## config.mk

```make
export PLATFORM = sky130hd
export DESIGN_NAME = mul_result
export DESIGN_NICKNAME = d
export VERILOG_FILES = /design/src/rtl/mdu_pkg.sv /design/src/rtl/mdu_pipereg.sv /design/src/rtl/mul_result.sv
export SDC_FILE = /design/constraint.sdc
export NUM_CORES = 1
export LEC_CHECK = 0
export CORE_AREA = 2 2 110 112
export CTS_BUF_LIST = sky130_fd_sc_hd__clkbuf_2
export DETAILED_ROUTE_END_ITERATION = 8
export DIE_AREA = 0 0 112 114
export PLACE_DENSITY = 0.78
export SLEW_MARGIN = 20
export SYNTH_ARGS = -nofsm -noshare
export SYNTH_HDL_FRONTEND = slang
export SYNTH_SLANG_ARGS = --single-unit
```

## constraint.sdc

```tcl
create_clock -name clk -period 1.6 [get_ports clk]
set_clock_uncertainty 0.2 [all_clocks]
set_input_delay 0.16 -clock clk [delete_from_list [all_inputs] [get_ports clk]]
set_output_delay 0.16 -clock clk [all_outputs]
set_load 0.05 [all_outputs]
```

## src/rtl/mdu_pkg.sv

```systemverilog
// mdu_pkg: shared multiply/divide encodings and XLEN checks.
package mdu_pkg;
    typedef enum logic [2:0] {
        MUL    = 3'b000,
        MULH   = 3'b001,
        MULHSU = 3'b010,
        MULHU  = 3'b011
    } mul_f3_e;

    function automatic bit xlen_legal(int xlen);
        return (xlen == 32) || (xlen == 64);
    endfunction

    function automatic bit xlen_has_w(int xlen);
        return xlen == 64;
    endfunction
endpackage

```

## src/rtl/mdu_pipereg.sv

```systemverilog
// mdu_pipereg: enabled pipeline register with synchronous clear and active-low async reset.
module mdu_pipereg #(
    parameter int W = 8
) (
    input  logic         clk,
    input  logic         reset,
    input  logic         en,
    input  logic         clear,
    input  logic [W-1:0] d,
    output logic [W-1:0] q
);
    always_ff @(posedge clk or negedge reset)
        if (!reset)  q <= '0;
        else if (en) q <= clear ? '0 : d;
endmodule

```

## src/rtl/mul_result.sv

```systemverilog
// mul_result: multiply result select and E->M->W pipelining.
// Define MDU_MULW_EN (XLEN=64 only) to sign-extend the low word for *W multiplies.
module mul_result
    import mdu_pkg::*;
#(
    parameter int XLEN = 64
) (
    input  logic              clk,
    input  logic              reset,
    input  logic              StallM,
    input  logic              FlushM,
    input  logic              StallW,
    input  logic              FlushW,
    input  logic              MulE,
    input  logic [2:0]        Funct3E,
    input  logic              W64E,
    input  logic [2*XLEN-1:0] ProdM,
    output logic [XLEN-1:0]   MulResultM,
    output logic              MulValidM,
    output logic [XLEN-1:0]   MulResultW,
    output logic              MulValidW
);
`ifdef MDU_MULW_EN
    localparam bit MULW = xlen_has_w(XLEN);
`else
    localparam bit MULW = 1'b0;
`endif
    localparam int MW = MULW ? 4 : 3;

    logic [MW-1:0]   em_d, em_q;
    logic [1:0]      funct3m;
    logic            w64m;
    logic [XLEN-1:0] lo, hi, wres;
    logic [XLEN:0]   mw_q;

    if (!xlen_legal(XLEN)) begin : g_bad_xlen
        $error("mul_result: XLEN must be 32 or 64");
    end

    assign lo = ProdM[XLEN-1:0];
    assign hi = ProdM[2*XLEN-1:XLEN];

    if (MULW) begin : g_w64
        assign em_d = {MulE & ~Funct3E[2], Funct3E[1:0], W64E};
        assign w64m = em_q[0];
        assign wres = {{32{ProdM[31]}}, ProdM[31:0]};
    end else begin : g_no_w64
        logic unused_w64;
        assign unused_w64 = W64E;
        assign em_d = {MulE & ~Funct3E[2], Funct3E[1:0]};
        assign w64m = 1'b0;
        assign wres = lo;
    end

    mdu_pipereg #(.W(MW)) u_em (
        .clk(clk), .reset(reset), .en(~StallM), .clear(FlushM), .d(em_d), .q(em_q)
    );

    assign MulValidM = em_q[MW-1];
    assign funct3m   = em_q[MW-2:MW-3];

    always_comb
        MulResultM = !MulValidM ? '0 :
                     w64m ? wres :
                     ({1'b0, funct3m} == MUL) ? lo : hi;

    mdu_pipereg #(.W(XLEN+1)) u_mw (
        .clk(clk), .reset(reset), .en(~StallW), .clear(FlushW),
        .d({MulValidM, MulResultM}), .q(mw_q)
    );

    assign MulValidW  = mw_q[XLEN];
    assign MulResultW = mw_q[XLEN-1:0];
endmodule

```

# Yosys cells after proc, flatten, opt, wreduce, memory -nomap -nowiden
# Index checks and enable logic that the tools add are counted.
[word_totals]
register_bits = 68
[classes]
muxes = 4
n_bitwise = 2
reduce_logical = 1
[ops]
columns = ["op", "n"]
rows = [
  ["64-bit 2-to-1 mux", 2],
  ["65-bit 2-to-1 mux", 1],
  ["3-bit 2-to-1 mux", 1],
  ["2-bit zero test", 1],
  ["1-bit bitwise AND", 1],
  ["1-bit NOT", 1],
]

# Depth between registers and ports, before layout
# Gate-level depths: netlist of the first run.
[depth]
ltp_word = 4
ltp_mapped = 4
ltp_nobuf = 3

# Modules after synthesis
# From an unflattened synthesis of the first run, not the netlist that was laid out.
[unflattened]
cells_unflattened = 524
area_unflattened_um2 = 4216.5
[modules_own_cells]
columns = ["module", "seq_area_each_um2", "area_per_inst_um2", "n_inst", "cells_each"]
rows = [
  ["mdu_pipereg (u_mw)", 1626.6, 2815.2, 1, 281],
  ["mul_result", 0.0, 1277.5, 1, 231],
  ["mdu_pipereg (u_em)", 75.1, 123.9, 1, 12],
]

# Worst setup path before layout of the first run
# No wires, ideal clock.
[synth_path]
path_kind = "flip-flop to output port"
start = "register u_em.q[2]"
end = "output port MulResultM[10]"
path_buffers = 2
path_slack_ps = -623
arrival_time_ps = 1863
path_stages_with_launch = 4
path_cell_list = "dfrtp_1 clkbuf_1 clkbuf_1 nor2b_1"
[synth_between]
elab_chain_cells = 1
[synth_rtl]
columns = ["item", "line_no", "text"]
rows = [
  ["start, declared", "mdu_pipereg.sv:10", "output logic [W-1:0] q"],
  ["start signal, assigned", "mdu_pipereg.sv:14", "else if (en) q <= clear ? '0 : d;"],
  ["64-bit 2-to-1 mux", "mul_result.sv:63", "MulResultM = !MulValidM ? '0 :"],
  ["end, declared", "mul_result.sv:18", "output logic [XLEN-1:0] MulResultM,"],
]
# Every way passes these cells.

# Final worst setup path of the first run
[layout_path]
start = "register u_em.q[0]"
end = "output port MulResultM[37]"
[layout_between]
elab_chain_cells = 3
[layout_rtl]
columns = ["item", "line_no", "text"]
rows = [
  ["2-bit zero test", "mul_result.sv:65", "({1'b0, funct3m} == MUL) ? lo : hi;"],
  ["64-bit 2-to-1 mux", "mul_result.sv:65", ""],
  ["64-bit 2-to-1 mux", "mul_result.sv:63", ""],
]
# Every way passes these cells.

==> impl_metrics.ini, run 1 <==
[outcome]
status = finished with violations
failed_checks = setup timing

[die]
num_rows = 40
die_h_um = 114
die_area_mm2 = 0.0128
initial_core_util_pct = 31.0
die_w_um = 112
pin_count = 269
core-area_mm2 = 0.0117

[power]
power_frac_comb_pct = 55.0
p_int_uw = 3810
net-switching-power_uw = 2110
peakVddDrop_v = 0.000362
power_uw = 5930
powerDensity_mw_per_mm2 = 585
power.share.clock_pct = 14.0
p_sw_share_pct = 35.7
cellLeakagePower_uw = 0.00412
seqPwrFrac_pct = 31.0

[clocking]
htreeDepth = 3
numCtsBuffers = 9
clockBufferDepth = 2
cts_tree = yes
cts-root-buf = clkbuf_2
cts.reportedPaths.clkPinSlew_ns = 0.17
clock_latency_ns = 0.48
clock-sinks = 68

[timing]
fmax_ghz = 0.417
period_share_pct = 150
slew_headroom_pct = 51.1
hold_violations = 0
rsz0062_at_grt = yes
report.final.slew_viol_count = 0
finalSetupViolCount = 124
fin_crit_ns = 2.40
tightestPinTransition_ns = 0.734
setup_ws_ns = -0.797

[final_layout]
area_delta_synth_final_pct = 179
fin_nets = 903
diodes = 0
drive_above_1_share_pct = 54.6

[global_route]
antenna_found_initial = 0
grt_pass1_wl_um = 29200
grt_max_degree = 69
grt-ovfl-total = 0
grtUsageTotal_pct = 30.2
grt_pass1_vias = 5096

[worst_setup_path]
crit_required_ns = 1.24
reg2regPathDepth = 8
critPathArrivalTime_ns = 2.04
rrSetupSlack_ns = -0.46
worstSetupStartpointType = flop
path_class = flop to output pin
r2r-end = u_mw.q[39]$_DFFE_PN0N_
end_kind = output pin
crit_fanout = 10
worstReg2RegStart = u_em.q[0]$_DFFE_PN0N_

[logic_synthesis]
synth_commonest_cells = 69 x nand2_1, 68 x dfrtp_1, 64 x mux2i_1, 64 x nor2b_1, 64 x o21ai_1
synthArstFlopShare_pct = 100
synth_top_cell_by_area = dfrtp_1
postSynthCellCount = 364
synth_top_area_share_pct = 46.9
synth_seq_cells = 68
avgSynthCellArea_um2 = 9.98
synthMostInstantiatedCell = nand2_1
ys_types = 15
synth_area_leaders = dfrtp_1 47%, mux2i_1 18%, nor2b_1 11%
synth_edf_count = 0
synth_nets = 503
ys_warn_count = 0
seq_area_frac_synth_pct = 46.9
ys.flop_type = dfrtp_1
syn_area_mm2 = 0.00363

[hold_path]
hold_path.class = input port to flop
hold_depth = 2
hold_start = FlushM
hold_path_end = u_em.q[2]$_DFFE_PN0N_

[placement]
dp_hpwl_um = 12100
io_buffers = 267
pre_cts_ws_ns = -0.289
place_congestion = 0.815

[run]
maxCapViolations = 0

[routing]
ant_nets = 0
vias = 4587
via_per_inst = 5.01
drcViolationCount = 0
wl_per_cell_um = 22.8
routed_wl_um = 20900
dr.first_iter.drc_count = 282
first_pass_iters = 4
-- stage by stage --
step           hold slack (ns)  std cells  util (%)  area, µm²  setup TNS [ns]
4_1_cts                 0.0453        891      84.5       9890          -58.01
2_1_floorplan           -0.336        364         -       4450           -4.97
3_5_place_dp            0.0111        826      76.9       9010          -21.93
6_report                0.0873        916      86.6      10100          -58.97
3_3_place_gp           0.00834        826      76.9       9010          -18.04
5_1_grt                 0.0525        916      86.6      10100          -67.60
-- placed cells by master, fill, tap and decap left out --
| cell type | n |
|---|---|
| nand2b_1 | 2 |
| dlygate4sd3_1 | 7 |
| clkdlybuf4s50_1 | 135 |
| nor2b_4 | 64 |
| nand2_1 | 69 |
| clkinv_1 | 1 |
| o41ai_1 | 1 |
| o21ai_0 | 2 |
| buf_6 | 6 |
| buf_2 | 2 |
| nor2_8 | 1 |
| buf_16 | 2 |
| dfrtp_2 | 2 |
| clkbuf_2 | 13 |
| dfrtp_1 | 66 |
| inv_1 | 1 |
| buf_4 | 126 |
| clkinv_2 | 2 |
| mux2i_4 | 58 |
| or3b_2 | 1 |
| mux2i_1 | 1 |
| o21ai_1 | 64 |
| mux2i_2 | 5 |
| buf_12 | 138 |
-- worst max-delay path by stage --
stage	start	end	slack, ns
global route	u_em.q[0]$_DFFE_PN0N_	MulResultM[31]	-0.89
floorplan	u_em.q[0]$_DFFE_PN0N_	MulResultM[10]	-0.08
finish	u_em.q[0]$_DFFE_PN0N_	MulResultM[37]	-0.80
CTS	u_em.q[0]$_DFFE_PN0N_	MulResultM[31]	-0.79
detailed placement	u_em.q[0]$_DFFE_PN0N_	MulResultM[19]	-0.29
global placement	u_em.q[0]$_DFFE_PN0N_	MulResultM[19]	-0.23
-- routing by layer --
metal | track usage (%) | share of wire, %
met1 | 30.5 | 34
met2 | 57.4 | 55
met3 | 7.23 | 6.5
met4 | 15.9 | 5.3
met5 | 0 | 0
-- what timing repair did --
action	4_1_cts	5_1_grt
cloned	0	0
gates resized for setup	55	12
buffers inserted	42	26
setup endpoints to repair	126	129
hold buffers	7	0
pin swaps	1	0
hold endpoints to repair	102	0
-- kinds of logic after synthesis --
family | count (synthesis) | share of synthesized area (%)
simple gates | 137 | 19.3
flops | 68 | 46.9
compound gates | 67 | 9.34
mux | 64 | 17.6
buf+inv | 28 | 6.86
-- registers in the layout (all words and copies together), names as in the netlist --
name and count:
u_mw.q 65, u_em.q 3
-- final cells by class --
cell class | count | area, µm²
fill | 474 | 1570
inverter | 1 | 3.75
sequential | 68 | 1700
clock buffer | 13 | 65.1
tap | 147 | 184
clock inverter | 3 | 13.8
timing repair buffer | 416 | 5260
multi-input combinational | 268 | 2910
-- power groups by stage --
stage               clock, µW  combinational (µW)  sequential [µW]
global route              931                3350             1840
CTS                       851                3020             1830
floorplan                   0                1110             2000
detailed placement          0                2590             1860
finish                    830                3260             1840
global placement            0                2530             1860
-- worst max-delay path: stages (launching register included) --
cell	delay, ns
dfrtp_2	0.48
nor2_8	0.14
buf_12	0.17
buf_16	0.18
mux2i_4	0.32
nor2b_4	0.08
buf_12	0.15
No activity file was read; power rests on OpenSTA's default activity.
==> inputs of run 2 (changes only) <==
Settings changed: CELL_PAD_IN_SITES_DETAIL_PLACEMENT set to 1, CELL_PAD_IN_SITES_GLOBAL_PLACEMENT set to 1, CORE_AREA 2 2 110 112 to 2 2 169 105, DIE_AREA 0 0 112 114 to 0 0 171 107, PLACE_DENSITY 0.78 to unset, PLACE_DENSITY_LB_ADDON set to 0.1, RECOVER_POWER set to 100.
==> impl_metrics.ini, run 2 (synthesis gave the netlist of run 1 again) <==
[worst_setup_path]
slowest_delay_ns = 0.48
critPathArrivalTime_ns = 2.00
path_class = flop to output pin
crit_fanout = 6
worstReg2RegStart = u_em.q[1]$_DFFE_PN0N_
end_kind = output pin
crit_required_ns = 1.24
crit_path_frequent_cell = buf_12
worstPathCellList = nor2_8 -> buf_12 -> buf_16 -> mux2i_4 -> nor2b_4 -> buf_12
reg2regPathDepth = 8
worstSetupStartpointType = flop
rrSetupSlack_ns = -0.30
cp_slowest_cell = dfrtp_2
r2r-end = u_mw.q[41]$_DFFE_PN0N_

[final_layout]
fin_util_pct = 57.9
largestRegisters = u_mw.q (65), u_em.q (3)
largest_reg_flops = 65
fin_nets = 867
final_common_cell = clkdlybuf4s50_1
fillers = 1664
area_delta_synth_final_pct = 167
drive_above_1_share_pct = 56.1
final_area_mm2 = 0.00970
largest_register = u_mw.q
layout_common_cells = 134 x clkdlybuf4s50_1, 88 x buf_12, 83 x buf_4

[global_route]
grt-ovfl-total = 0
grt_pass1_wl_um = 27500
antenna_found_initial = 1
grt_pass1_vias = 4672
grt_max_degree = 69
grtUsageTotal_pct = 20.1

[timing]
fin_crit_ns = 2.36
finalSetupViolCount = 129
tightestPinTransition_ns = 0.677
report.final.slew_viol_count = 0
rsz0062_at_grt = yes
fin_tns_setup_ns = -55.94
slew_headroom_pct = 54.9
hold_violations = 0
fmax_ghz = 0.424
setup_ws_ns = -0.760
period_share_pct = 148

[routing]
first_pass_iters = 4
ant_nets = 0
routed_wl_um = 19100
dr.first_iter.drc_count = 117
drcViolationCount = 0
via_per_inst = 4.34
wl_per_cell_um = 19.8
vias = 4204

[die]
die_h_um = 107
pin_count = 269
initial_core_util_pct = 21.7
die_area_mm2 = 0.0183
die_w_um = 171
core-area_mm2 = 0.0168
num_rows = 37

[placement]
pre_cts_ws_ns = -0.331
dp_hpwl_um = 12600
place_congestion = 0.762
placed_area_mm2 = 0.00905
io_buffers = 267

[power]
cellLeakagePower_uw = 0.00397
peakVddDrop_v = 0.000316
powerDensity_mw_per_mm2 = 639

[hold_path]
hold_depth = 2
hold_path.class = input port to flop
hold_start = FlushM
hold_path_end = u_em.q[2]$_DFFE_PN0N_

[outcome]
failed_checks = setup timing
status = finished with violations

[clocking]
cts_tree = yes
cts.reportedPaths.clkPinSlew_ns = 0.22
clock-sinks = 68
cts-root-buf = clkbuf_2
htreeDepth = 3
clockBufferDepth = 2
clock_latency_ns = 0.49
numCtsBuffers = 9

[run]
maxCapViolations = 0
==> run 2: power breakdown <==
| group | total, µW | switching, µW | internal (µW) |
|---|---|---|---|
| Clock | 1330 | 636 | 694 |
| Combinational | 3060 | 1370 | 1680 |
| Sequential | 1810 | 40.6 | 1770 |
| Total | 6200 | 2050 | 4150 |
==> run 2: critical path, delay by kind of cell, from the launching register on <==
kind	cells	cell delay [ns]
simple gates	2	0.29
flops	1	0.48
mux	1	0.30
buf+inv	3	0.45
==> run 2: how the worst max path moves through the flow <==
| stage | from | end | slack [ns] | depth (start not counted) |
|---|---|---|---|---|
| global placement | u_em.q[0]$_DFFE_PN0N_ | MulResultM[37] | -0.29 | 5 |
| global route | u_em.q[1]$_DFFE_PN0N_ | MulResultM[25] | -0.89 | 6 |
| floorplan | u_em.q[0]$_DFFE_PN0N_ | MulResultM[10] | -0.08 | 4 |
| finish | u_em.q[1]$_DFFE_PN0N_ | MulResultM[35] | -0.76 | 6 |
| CTS | u_em.q[1]$_DFFE_PN0N_ | MulResultM[8] | -0.83 | 5 |
| detailed placement | u_em.q[0]$_DFFE_PN0N_ | MulResultM[37] | -0.33 | 5 |
==> run 2: layer usage <==
| metal | global-route usage, % | wire length (µm) | vias to the layer above |
|---|---|---|---|
| met5 | 0 | 0 | - |
| met4 | 4.30 | 245 | 0 |
| met3 | 8.64 | 1750 | 14 |
| met2 | 35.3 | 9810 | 163 |
| met1 | 22.7 | 7310 | 2078 |
| li1 | - | - | 1949 |
==> run 2: layout make-up <==
| cell class | instances | area, µm² | area share (%) |
|---|---|---|---|
| Antenna cell | 1 | 2.50 | 0.0258 |
| Clock buffer | 12 | 60.1 | 0.619 |
| Clock inverter | 4 | 97.6 | 1.01 |
| Inverter | 1 | 3.75 | 0.0387 |
| Multi-Input combinational cell | 268 | 2910 | 30.1 |
| Sequential cell | 68 | 1700 | 17.6 |
| Tap cell | 234 | 293 | 3.02 |
| Timing Repair Buffer | 380 | 4620 | 47.7 |
==> run 2: per-stage QoR <==
step | std cells | hold slack (ns) | total power (µW)
after floorplan | 364 | -0.336 | 3110
after detailed placement | 904 | 0.00286 | 4400
after CTS | 947 | 0.0275 | 6200
after global routing | 968 | 0.0564 | 6470
final | 968 | 0.126 | 6200
after global placement | 904 | -0.00174 | 4360
==> run 2: what timing repair did <==
action | CTS | global route
resized for setup | 82 | 45
hold buffers | 6 | 0
cloned | 6 | 0
pin swaps | 9 | 7
buffers inserted | 17 | 31
endpoints found under the setup margin | 128 | 136
endpoints found under the hold margin | 135 | 0
